<file path="config.mk">
export PLATFORM = sky130hd
export DESIGN_NAME = serial_link_peer
export DESIGN_NICKNAME = d
export VERILOG_FILES = /design/src/rtl/serial_link_peer.sv
export SDC_FILE = /design/constraint.sdc
export NUM_CORES = 1
export LEC_CHECK = 0
export CAP_MARGIN = 10
export CORE_MARGIN = 5
export CORE_UTILIZATION = 50
export CTS_CLUSTER_SIZE = 8
export DETAILED_ROUTE_END_ITERATION = 8
export PLACE_DENSITY = 0.72
export SLEW_MARGIN = 15
export SYNTH_ARGS = -nofsm -noshare
export SYNTH_HDL_FRONTEND = slang
export SYNTH_SLANG_ARGS = --single-unit
export TNS_END_PERCENT = 30
</file>
<file path="constraint.sdc">
create_clock -name dffra_clk -period 5.2 [get_ports dffra_clk]
set_input_delay 1.56 -clock dffra_clk [delete_from_list [all_inputs] [get_ports dffra_clk]]
set_output_delay 1.56 -clock dffra_clk [all_outputs]
set_load 0.03 [all_outputs]
</file>
<file path="src/rtl/serial_link_peer.sv">
// serial_link_peer: slave end of a DMG-style serial link; follows master sck.
// Ports: dffra_clk/nreset; sck/sin/sout line; tx_* holding reg; rx_* byte out; timeout.
module serial_link_peer #(
  parameter int unsigned TIMEOUT_CYCLES = 1024,
  parameter logic [7:0]  IDLE_BYTE      = 8'hFF
) (
  input  logic       dffra_clk,
  input  logic       nreset,
  input  logic       sck,
  input  logic       sin,
  output logic       sout,
  input  logic [7:0] tx_data,
  input  logic       tx_load,
  output logic       tx_ready,
  output logic [7:0] rx_data,
  output logic       rx_valid,
  input  logic       rx_ack,
  output logic       rx_overrun,
  output logic       timeout
);

  localparam int TW = $clog2(TIMEOUT_CYCLES + 1);

  typedef enum logic {IDLE, SHIFT} state_e;

  state_e          state_q, state_d;
  logic            s1_q, s2_q, prev_q;
  logic [2:0]      bit_cnt_q, bit_cnt_d;
  logic [TW-1:0]   tmo_q, tmo_d;
  logic [7:0]      tx_sr_q, tx_sr_d;
  logic [7:0]      rx_sr_q, rx_sr_d;
  logic [7:0]      hold_q, hold_d;
  logic            hold_full_q, hold_full_d;
  logic [7:0]      rx_data_q, rx_data_d;
  logic            rx_valid_q, rx_valid_d;
  logic            rx_ovr_q, rx_ovr_d;
  logic            sout_q, sout_d;
  logic            timeout_q, timeout_d;

  logic            fall, rise, byte_done, tmo_hit;
  logic [TW-1:0]   tmo_inc;
  logic [7:0]      rx_next;

  assign fall      = prev_q & ~s2_q;
  assign rise      = ~prev_q & s2_q;
  assign rx_next   = {rx_sr_q[6:0], sin};
  assign byte_done = (state_q == SHIFT) & rise & (bit_cnt_q == 3'd7);
  assign tmo_inc   = tmo_q + 1'b1;
  // Abort only when a whole window passes with no sck edge.
  assign tmo_hit   = (state_q == SHIFT) & ~(rise | fall) &
                     (tmo_inc == TW'(TIMEOUT_CYCLES));

  always_ff @(posedge dffra_clk or negedge nreset) begin
    if (!nreset) begin
      state_q     <= IDLE;
      s1_q        <= 1'b1;
      s2_q        <= 1'b1;
      prev_q      <= 1'b1;
      bit_cnt_q   <= '0;
      tmo_q       <= '0;
      tx_sr_q     <= '0;
      rx_sr_q     <= '0;
      hold_q      <= '0;
      hold_full_q <= 1'b0;
      rx_data_q   <= '0;
      rx_valid_q  <= 1'b0;
      rx_ovr_q    <= 1'b0;
      sout_q      <= 1'b1;
      timeout_q   <= 1'b0;
    end else begin
      state_q     <= state_d;
      s1_q        <= sck;
      s2_q        <= s1_q;
      prev_q      <= s2_q;
      bit_cnt_q   <= bit_cnt_d;
      tmo_q       <= tmo_d;
      tx_sr_q     <= tx_sr_d;
      rx_sr_q     <= rx_sr_d;
      hold_q      <= hold_d;
      hold_full_q <= hold_full_d;
      rx_data_q   <= rx_data_d;
      rx_valid_q  <= rx_valid_d;
      rx_ovr_q    <= rx_ovr_d;
      sout_q      <= sout_d;
      timeout_q   <= timeout_d;
    end
  end

  always_comb begin
    state_d = state_q;
    unique case (state_q)
      IDLE:  if (fall) state_d = SHIFT;
      SHIFT: if (byte_done | tmo_hit) state_d = IDLE;
    endcase
  end

  always_comb begin
    bit_cnt_d   = bit_cnt_q;
    tmo_d       = tmo_q;
    tx_sr_d     = tx_sr_q;
    rx_sr_d     = rx_sr_q;
    hold_d      = hold_q;
    hold_full_d = hold_full_q;
    rx_data_d   = rx_data_q;
    rx_valid_d  = rx_valid_q;
    rx_ovr_d    = rx_ovr_q;
    sout_d      = sout_q;
    timeout_d   = 1'b0;

    // A load racing the first fall lands here and waits for the next byte.
    if (tx_load && !hold_full_q) begin
      hold_d      = tx_data;
      hold_full_d = 1'b1;
    end

    unique case (state_q)
      IDLE: begin
        tmo_d = '0;
        if (fall) begin
          if (hold_full_q) begin
            tx_sr_d     = hold_q;
            hold_full_d = 1'b0;
          end else begin
            tx_sr_d = IDLE_BYTE;
          end
          sout_d    = tx_sr_d[7];
          bit_cnt_d = '0;
        end
      end
      SHIFT: begin
        if (rise | fall) tmo_d = '0;
        else if (!tmo_hit) tmo_d = tmo_inc;
        if (fall) sout_d = tx_sr_q[7];
        if (rise) begin
          rx_sr_d   = rx_next;
          tx_sr_d   = tx_sr_q << 1;
          bit_cnt_d = bit_cnt_q + 3'd1;
          if (byte_done) rx_data_d = rx_next;
        end
        if (tmo_hit) begin
          tmo_d     = '0;
          bit_cnt_d = '0;
          sout_d    = 1'b1;
          rx_sr_d   = '0;
          tx_sr_d   = '0;
          timeout_d = 1'b1;
        end
      end
    endcase

    if (rx_ack) begin
      rx_valid_d = 1'b0;
      rx_ovr_d   = 1'b0;
    end
    // A byte landing with the ack wins; overrun only if unacked.
    if (byte_done) begin
      rx_valid_d = 1'b1;
      if (rx_valid_q && !rx_ack) rx_ovr_d = 1'b1;
    end
  end

  assign sout       = sout_q;
  assign tx_ready   = ~hold_full_q;
  assign rx_data    = rx_data_q;
  assign rx_valid   = rx_valid_q;
  assign rx_overrun = rx_ovr_q;
  assign timeout    = timeout_q;

endmodule

</file>
After elaboration in Yosys (flattened, before gate mapping)
Index checks and enable logic that the tools add are counted.

Add/subtract/negate cells: 2. Multipliers: 0. Div/mod/pow operators: 0. $lt $le $gt $ge: 0. Equal/unequal tests: 5. Shift-type cells: 0. Muxes and demuxes: 32. Bitwise operators: 13. Reduce and logical (&&, ||, !) cells: 10.

Operators by type and width (count): 8-bit two-way mux (4); 11-bit two-way mux (2); 11-bit case mux with 2 select lines (1); 1-bit two-way mux (16); 8-bit case mux with 2 select lines (1); 7-bit two-way mux (2); 11-bit by 1-bit adder with 11-bit output, second input constant (1); 11-bit equality test, second input constant (1); 3-bit two-way mux (3); 1-bit bitwise AND (6); 3-bit by 1-bit != test with 1-bit output, second input constant (2); 3-bit case mux with 2 select lines (1); 2-bit AND reduction (3); 1-bit NOT (5); 1-bit case mux with 2 select lines (2); 2-bit nonzero test (2); 3-bit by 1-bit adder with 3-bit output, second input constant (1); 3-bit equality test, second input constant (1); 3-bit AND reduction (1); 1-bit logical AND (2); 1-bit zero test (2); 2-bit != test, second input constant (1); 1-bit bitwise OR (2).

Flip-flop bits (word level): 54. Latch bits: 0. RAM bits: 0. Bits in read-only memories: 0. Input bits: 14. Output and inout bits: 13. Memories: 0.

Longest topological paths before layout
Gate-level depths: netlist (run 1).

Depth in word-level cells: 9. Gate-level depth with buffers: 7. Depth with buffers taken out: 6.

Worst setup path before layout (run 1)
No wires, ideal clock.

Kind: in2reg. Start point: input port tx_load. End point: register hold_q[0]. Library setup time: 0.125 ns. Arrival: 2.325 ns. Required time: 5.075 ns. Slack: 2.750 ns. Stages: 3. Path buffers: 1. Cells stage by stage: nor2b_1 clkbuf_1 mux2_2.

Longest elaborated chain between the ends: 1.

Ends and longest elaborated chain: start: declaration (RTL line 13) `input logic tx_load,`; 1-bit logical AND (RTL line 111) `if (tx_load && !hold_full_q) begin`; end signal: assignment (RTL line 79) `hold_q <= hold_d;`; end: declaration (RTL line 32) `logic [7:0] hold_q, hold_d;`.

No other way between the ends. A chain may end at the register's enable or synchronous reset.

Worst setup path after layout (run 1)
Start point: register sout_q, in the netlist sout. End point: output port sout.

RTL lines: start: declaration (RTL line 37) `logic sout_q, sout_d;`; start signal: assignment (RTL line 84) `sout_q <= sout_d;`; end: declaration (RTL line 11) `output logic sout,`.

No word-level cell between the ends.

==> results.md, run 1 <==
- TritonCTS clock tree: yes
- Crit share post-route: 59.1%
- Mapped cell area: 2420 µm²
- Maximum VDD drop: 0.232 mV
- Clock skew: 0.0117 ns
- H-tree depth: 2
- Commonest non-fill, non-tap cell in the layout: dfrtp_1
- Worst-Skew Late Latency: 0.31 ns
- CP max stage cell: clkdlybuf4s50_1
- Drt pass-1 iters: 4
- Max-cap violation count: 0
- Largest net degree at the start of global routing: 55
- Seq cells post-synth: 54
- CTS buffer count: 5
- Final hold viol count: 0
- Setup TNS: 0 ns
- First-pass GRT wire length: 7710 µm
- Routed Antenna Nets: 0
- Hold_sp: s1_q
- CP Max Fanout: 2
- Post-layout util: 59.9%
- Syn_area_per_cell: 11.0 µm²
- WHS: 0.364 ns
- Global Route Usage Sum: 15.2%
- Cell area power density: 417 nW/µm²
- Iter 0 DRT Violations: 92
- Area grow syn2layout: 16.8%
- Maximum clock frequency: 325 MHz
- Seq/Total Area, Yosys: 55.9%
- Ant. Diodes: 0
- WP data required: 3.64 ns
- Worst Setup Start Kind: flip-flop
- Vias/cell: 5.38
- Syn. warnings: 0
- Layout cells sized above 1: 13.8%
- Hold Crit Class: reg2reg
- Reg2reg start: tmo_q[0]
- Clock tree buffer depth: 2
- Commonest cells after routing, fill and taps aside: dfrtp_1, nand2_1, clkdlybuf4s50_1, a21oi_1, mux2_2
- WP depth: 1
- Crit end category: output pin
- DRT Wirelength: 4270 µm
- CTS clk-pin slew, worst paths: 0.10 ns
- Hold Path Depth: 0
- I/O Pins: 27
- Vert. Die Dim: 79.6 µm
- Worst Setup Path Type: reg2out
- Fin worst setup slack: 2.13 ns
- Post-CTS Setup Bufs: 0
- Setup WS pre-CTS: 2.07 ns
- Final #Nets: 266
- Root Driver: clkbuf_8
- Hold Buf Count CTS: 0
- Mapped Nets: 240
- Design Power: 1.18 mW
- CP Cell Sequence: clkdlybuf4s50_1
- Ys flop type: dfrtp_1
- Final non-filler cell area: 2830 µm²
- Worst r2r path cells: 6
- Row count: 25
- Final Critical Period: 3.07 ns
- Cell Count, Final, Fillers Out: 314
- EDFF count, synth: 0
- Dpl cell area: 2730 µm²
- Initial antenna violation count: 0
- Count of final setup violators: 0
- Final Wtd Congestion: 0.817
- Crit path DAT: 1.51 ns
- Max-slew violations: 0
- Reg-to-reg endpoint: state_q
- Starting Density: 51.3%
- DIE AREA: 6340 µm²
- WP buf/inv: 1
- Synth Instances: 220
- Synth async-reset ratio: 100%
- Resized Gates After CTS: 0
- Vias: 1,689
- Worst-margin pin slew: 0.993 ns
- Distinct cells, synth: 42
- Largest stage delay on the critical path: 0.66 ns
- Port buffer count: 26
- Per-cell routed wire length: 13.6 µm
- R2r setup slk: 2.47 ns
- Worst Hold Path EP: s2_q
- Core Box Area: 4720 µm²
- Die width: 79.6 µm
- # DRC: 0
- Status: finished clean
- Clock sinks: 54
- RSZ-0062 raised after global routing: false
- CP top delay family: buffers and inverters
- Vias in the first global route: 1,637
- GRT Residual Overflow: 0
- Leak Pwr: 1.22 nW
- DP Wirelength: 2940 µm
- Placed Cells: 306
- Relative slew slack: 33.3%
==> power breakdown <==
part,total [mW],internal [mW],switching [mW]
logic,0.317,0.157,0.160
registers,0.614,0.536,0.0785
clock network,0.251,0.110,0.141
total,1.18,0.803,0.379
==> registers in the layout (all words and copies together) (netlist names), 3 cells and up <==
register	cells
bit_cnt_q	3
rx_data	8
tmo_q	11
rx_sr_q	7
hold_q	8
tx_sr_q	8
==> routing by layer <==
layer	part of all wire, %	GRT usage (%)
met1	50	22.0
met2	44	22.8
met3	4.7	2.48
met4	1.3	5.84
met5	0	0
==> worst max path at each step <==
| stage | start | slack [ns] | endpoint |
|---|---|---|---|
| 2_1_floorplan | tx_load | 2.75 | hold_q[0] |
| 3_3_place_gp | tx_load | 2.10 | hold_q[5] |
| 3_5_place_dp | tx_load | 2.07 | hold_q[1] |
| 4_1_cts | sout | 2.11 | sout |
| 5_1_grt | hold_full_q | 2.08 | tx_ready |
| 6_report | sout | 2.13 | sout |
==> final cells by class <==
| type | count | area [µm²] |
|---|---|---|
| fill | 423 | 1890 |
| multi-input combinational | 152 | 1010 |
| clock inverter | 2 | 16.3 |
| sequential | 54 | 1360 |
| clock buffer | 6 | 82.6 |
| inverter | 6 | 22.5 |
| tap | 67 | 83.8 |
| timing repair buffer | 27 | 263 |
==> cell usage after synthesis (5+ instances only) <==
cell type	number	area [µm²]
dfrtp_1	50	1250
nand2_1	36	135
a21oi_1	19	95.1
mux2_2	16	180
nor2_1	13	48.8
o21ai_0	7	35.0
ha_1	6	75.1
inv_1	6	22.5
o221ai_1	6	52.6
xor2_1	6	52.6
clkbuf_1	5	18.8
==> cell families (layout without fill, tap and decap cells) <==
| kind of cell | count (synthesis) | count (layout) | share of synthesized area (%) |
|---|---|---|---|
| compound gates | 48 | 48 | 12.6 |
| xor+xnor | 10 | 10 | 3.61 |
| fa+ha+maj | 6 | 6 | 3.10 |
| buf+inv | 14 | 41 | 2.53 |
| flops | 54 | 54 | 55.9 |
| mux | 16 | 16 | 7.43 |
| simple gates | 72 | 72 | 14.8 |
Note: power is estimated with default switching activity, not from simulation.
==> run 2, diff against run 1 <==
==> constraint.sdc (replaced) <==
create_clock -name dffra_clk -period 3.1 [get_ports dffra_clk]
set_input_delay 0.93 -clock dffra_clk [delete_from_list [all_inputs] [get_ports dffra_clk]]
set_output_delay 0.93 -clock dffra_clk [all_outputs]
set_load 0.03 [all_outputs]
==> run 2 against run 1 <==
Via count rose by 2.0%. First-iteration DRC count rose by 24%. Clock skew fell by 0.0024 ns. Critical path depth rose by 6. Routed wire length rose by 5.0%. Register-to-register slack got worse by 1.9 ns. Largest cell class unchanged. Final cell count rose by 0.32%.
==> results.md, run 2 (synthesized netlist as in run 1, its figures left out) <==
- Worst-margin pin slew: 0.721 ns
- Vias: 1,723
- # DRC: 0
- Routed Antenna Nets: 0
- CP max stage cell: or4_1
- Crit end category: flip-flop
- Port buffer count: 26
- Resized Gates After CTS: 0
- WHS: 0.362 ns
- Final Wtd Congestion: 0.842
- Post-layout util: 60.6%
- Clock skew: 0.00933 ns
- DIE AREA: 6340 µm²
- Vert. Die Dim: 79.6 µm
- Hold Crit Class: reg2reg
- Row count: 25
- Max reg flops: 11
- CTS clk-pin slew, worst paths: 0.09 ns
- Max-slew violations: 0
- TritonCTS clock tree: yes
- DP Wirelength: 3150 µm
- Final #Nets: 267
- Setup WS pre-CTS: 0.595 ns
- Leak Pwr: 1.24 nW
- RSZ-0062 raised after global routing: false
- Layout cells sized above 1: 14.1%
- Post-CTS Setup Bufs: 0
- Global Route Usage Sum: 16.0%
- Largest stage delay on the critical path: 0.53 ns
- Final non-filler cell area: 2860 µm²
- Iter 0 DRT Violations: 114
- Status: finished clean
- WP data required: 3.28 ns
- Maximum VDD drop: 0.450 mV
- Clock tree buffer depth: 2
- Final hold viol count: 0
- Starting Density: 51.3%
- Setup TNS: 0 ns
- Crit share post-route: 80.3%
- Worst Setup Path Type: reg2reg
- Commonest cells after routing, fill and taps aside: dfrtp_1, nand2_1, clkdlybuf4s50_1, a21oi_1, mux2_2
- GRT Residual Overflow: 0
- First-pass GRT wire length: 8110 µm
- H-tree depth: 2
- Dpl cell area: 2750 µm²
- I/O Pins: 27
- Most flop-heavy register: tmo_q
- Hold Buf Count CTS: 0
- Die width: 79.6 µm
- Cell area power density: 707 nW/µm²
- CP top delay family: simple AND/OR/NAND/NOR gates
- CP Max Fanout: 12
- Count of final setup violators: 0
- Max-cap violation count: 0
- Core Box Area: 4720 µm²
- Vias/cell: 5.47
- Relative slew slack: 51.8%
- Vias in the first global route: 1,716
- Worst-Skew Late Latency: 0.30 ns
- Per-cell routed wire length: 14.2 µm
- Final Critical Period: 2.49 ns
- Maximum clock frequency: 402 MHz
- DRT Wirelength: 4480 µm
- Commonest non-fill, non-tap cell in the layout: dfrtp_1
- Drt pass-1 iters: 4
- Root Driver: clkbuf_8
- CTS buffer count: 5
- Ant. Diodes: 0
- WP buf/inv: 1
- CP Cell Sequence: ha_1 > or4_1 > nand2_1 > o2111ai_1 > nor4_4 > buf_4 > a211oi_1
- Worst Setup Start Kind: flip-flop
- Clock sinks: 54
- Area grow syn2layout: 18.0%
- Fin worst setup slack: 0.612 ns
- Crit path DAT: 2.67 ns
- Initial antenna violation count: 0
- Largest net degree at the start of global routing: 55
==> run 2: cell count changes in the layout (fill, tap and decap cells not counted) <==
| cell | change |
|---|---|
| buf_12 | +1 |
| bufinv_16 | +1 |
| clkbuf_8 | -1 |
| clkinv_2 | +2 |
| clkinvlp_4 | -1 |
| inv_6 | -1 |
==> run 2: power breakdown <==
group	internal (mW)	switching (mW)
clock	0.238	0.216
combinational	0.265	0.272
sequential	0.899	0.133
total	1.40	0.621
==> run 2: layer usage <==
metal	up-vias	share of wire, %	GRT usage [%]
met4	0	0.60	4.64
li1	830	-	-
met2	36	49	24.7
met1	855	46	22.2
met5	-	0	0
met3	2	4.5	4.29
==> run 2: per-stage QoR <==
stage	std cells	total power, mW
after floorplan	220	1.38
after global placement	307	1.57
after detailed placement	307	1.59
after CTS	315	2.05
after global routing	315	2.16
final	315	2.02
==> run 2: final cells by class <==
| type | instances | area, µm² |
|---|---|---|
| clock buffers | 5 | 68.8 |
| clock inverters | 3 | 40.0 |
| fillers | 399 | 1860 |
| inverters | 6 | 22.5 |
| multi-input cells | 152 | 1010 |
| flip-flops and latches | 54 | 1360 |
| well taps | 67 | 83.8 |
| repair buffers | 28 | 283 |
==> run 2: worst reg2reg max path: stages (launching register included) <==
cell	delay, ns
dfrtp_1	0.46
ha_1	0.30
or4_1	0.53
nand2_1	0.08
o2111ai_1	0.18
nor4_4	0.49
buf_4	0.28
a211oi_1	0.06
==> run 2: worst paths after layout <==
kind,cells past startpoint,slack (ns),end,start
setup / recovery,7,0.61,tx_sr_q[6],tmo_q[0]
hold / removal,0,0.36,s2_q,s1_q
setup reg to reg,7,0.61,tx_sr_q[6],tmo_q[0]
hold reg to reg,0,0.36,s2_q,s1_q
max in group asynchronous,2,2.20,s1_q,nreset
min in group asynchronous,2,0.61,rx_sr_q[3],nreset
==> run 3, diff against run 2 <==
--- a/config.mk
+++ b/config.mk
@@ -10,7 +10,7 @@
 export CORE_UTILIZATION = 50
 export CTS_CLUSTER_SIZE = 8
 export DETAILED_ROUTE_END_ITERATION = 8
-export PLACE_DENSITY = 0.72
+export PLACE_DENSITY = 0.75
 export SLEW_MARGIN = 15
 export SYNTH_ARGS = -nofsm -noshare
 export SYNTH_HDL_FRONTEND = slang
==> constraint.sdc (replaced) <==
create_clock -name dffra_clk -period 2.1 [get_ports dffra_clk]
set_input_delay 0.63 -clock dffra_clk [delete_from_list [all_inputs] [get_ports dffra_clk]]
set_output_delay 0.63 -clock dffra_clk [all_outputs]
set_load 0.03 [all_outputs]
==> run 3 against run 2 <==
Clock skew about the same. Largest power group unchanged. Non-clock buffer count increased by 15. Largest cell class unchanged. Fmax increased by 21%. Critical path depth increased by 3. Sequential share of layout area decreased by 2.3 points. Cell area increased by 5.5%.
==> results.md, run 3 (synthesized netlist as in run 1, its figures left out) <==
- Status: finished clean
- Core Box Area: 4720 µm²
- Port buffer count: 26
- Count of final setup violators: 0
- Hold Crit Class: in2async
- Starting Density: 51.3%
- Max reg flops: 11
- DIE AREA: 6340 µm²
- Worst Setup Path Type: reg2reg
- Routed Antenna Nets: 0
- Commonest non-fill, non-tap cell in the layout: dfrtp_1
- Logic gate share of total power: 28.6%
- Vias in the first global route: 1,670
- Vert. Die Dim: 79.6 µm
- Clock skew: 0.00951 ns
- Switching pwr: 0.959 mW
- Largest net degree at the start of global routing: 25
- Die width: 79.6 µm
- Net Sw Frac: 32.2%
- H-tree depth: 2
- Dpl cell area: 2860 µm²
- Fin worst setup slack: 0.0492 ns
- Clock tree buffer depth: 2
- First-pass GRT wire length: 7950 µm
- Worst r2r path cells: 10
- Relative slew slack: 62.1%
- I/O Pins: 27
- Drt pass-1 iters: 4
- Worst-Skew Late Latency: 0.31 ns
- Clock share of power: 20.7%
- Setup WS pre-CTS: 0.0162 ns
- Root Driver: clkbuf_8
- Commonest cells after routing, fill and taps aside: dfrtp_1, nand2_1, clkdlybuf4s50_1, a21oi_1, mux2_2
- Int Power: 2.02 mW
- Worst Setup Start Kind: flip-flop
- WP data required: 2.30 ns
- Crit end category: flip-flop
- Vias/cell: 5.32
- Cell Count, Final, Fillers Out: 330
- Leak Pwr: 1.32 nW
- Per-cell routed wire length: 14.4 µm
- Max-cap violation count: 0
- GRT Residual Overflow: 0
- Final Critical Period: 2.05 ns
- DRT Wirelength: 4740 µm
- Clock sinks: 54
- Maximum VDD drop: 0.565 mV
- Layout cells sized above 1: 22.1%
- Row count: 25
- Iter 0 DRT Violations: 106
- TritonCTS clock tree: yes
- DP Wirelength: 3260 µm
- Maximum clock frequency: 488 MHz
- Design Power: 2.97 mW
- Final non-filler cell area: 3020 µm²
- Final Wtd Congestion: 0.811
- Worst-margin pin slew: 0.569 ns
- Cell area power density: 985 nW/µm²
- # DRC: 0
- Reg-to-reg endpoint: tx_sr_q[5]
- Reg2reg start: tmo_q[0]
- Ant. Diodes: 0
- Crit path DAT: 2.25 ns
- Final hold viol count: 0
- Crit share post-route: 97.7%
- R2r setup slk: 0.05 ns
- Max-slew violations: 0
- CTS clk-pin slew, worst paths: 0.10 ns
- Area grow syn2layout: 24.5%
- # fillers: 399
- Final #Nets: 282
- Global Route Usage Sum: 15.7%
- CTS buffer count: 5
- CP Max Fanout: 10
- Initial antenna violation count: 0
- Seq pwr share: 50.7%
- Placed Cells: 319
- Vias: 1,754
- Most flop-heavy register: tmo_q
==> run 3: cell types whose count changed in the layout (fill, tap and decap cells not counted), sizes merged <==
cell	change
buf	+14
bufinv	-1
clkbuf	+2
clkdlybuf4s50	-2
clkinv	-2
clkinvlp	+1
dlygate4sd2	+2
inv	+1
==> run 3: per-layer routing <==
layer | vias up | track usage, % | part of all wire, %
met3 | 9 | 3.16 | 4.1
met2 | 37 | 23.5 | 47
met4 | 0 | 4.64 | 1.6
met5 | - | 0 | 0
li1 | 859 | - | -
met1 | 849 | 23.1 | 48
==> run 3: worst max-delay path by stage <==
stage | start | endpoint | slack [ns] | cells past startpoint
after floorplan | tmo_q[0] | state_q | 0.05 | 7
final | tmo_q[0] | tx_sr_q[5] | 0.05 | 10
after global routing | tmo_q[0] | state_q | -0.02 | 9
after detailed placement | tmo_q[0] | bit_cnt_q[2] | 0.02 | 6
after CTS | tmo_q[0] | bit_cnt_q[2] | 0.009 | 6
after global placement | tmo_q[0] | tx_sr_q[6] | 0.06 | 7
==> run 3: worst max-delay path, stage by stage (launching register included) <==
cell       delay [ns]
dfrtp_1          0.37
ha_2             0.19
buf_4            0.15
nand2_4          0.07
buf_4            0.15
xor2_1           0.13
o31a_1           0.28
nor4_4           0.22
buf_4            0.19
clkbuf_16        0.16
a21oi_1          0.04
==> run 3: repair_timing <==
action | in CTS | in global routing
setup endpoints to repair | 2 | 23
setup buffers | 0 | 2
endpoints found under the hold margin | 0 | 0
pin swaps | 0 | 1
cloned | 0 | 1
hold buffers | 0 | 0
resized for setup | 2 | 10
==> run 3: per-stage QoR <==
| stage | TNS, ns | utilization [%] | hold slack, ns |
|---|---|---|---|
| floorplan | 0 | - | 0.334 |
| global placement | 0 | 60.5 | 0.347 |
| detailed placement | 0 | 60.5 | 0.348 |
| CTS | 0 | 62.5 | 0.320 |
| global route | -0.112 | 63.9 | 0.341 |
| finish | 0 | 63.9 | 0.306 |
==> run 3: power groups by stage <==
stage	logic [mW]	registers [mW]	clock network, mW
final	0.851	1.51	0.614
after global routing	0.941	1.56	0.685
after CTS	0.853	1.51	0.637
after detailed placement	0.864	1.53	0
after global placement	0.835	1.52	0
after floorplan	0.444	1.60	0
==> run 3: layout make-up <==
| type | count | area, µm² | area share [%] |
|---|---|---|---|
| flip-flops and latches | 54 | 1360 | 45.1 |
| multi-input cells | 152 | 1030 | 34.1 |
| repair buffers | 43 | 423 | 14.0 |
| well taps | 67 | 83.8 | 2.78 |
| clock buffers | 6 | 82.6 | 2.74 |
| inverters | 6 | 22.5 | 0.746 |
| clock inverters | 2 | 16.3 | 0.539 |
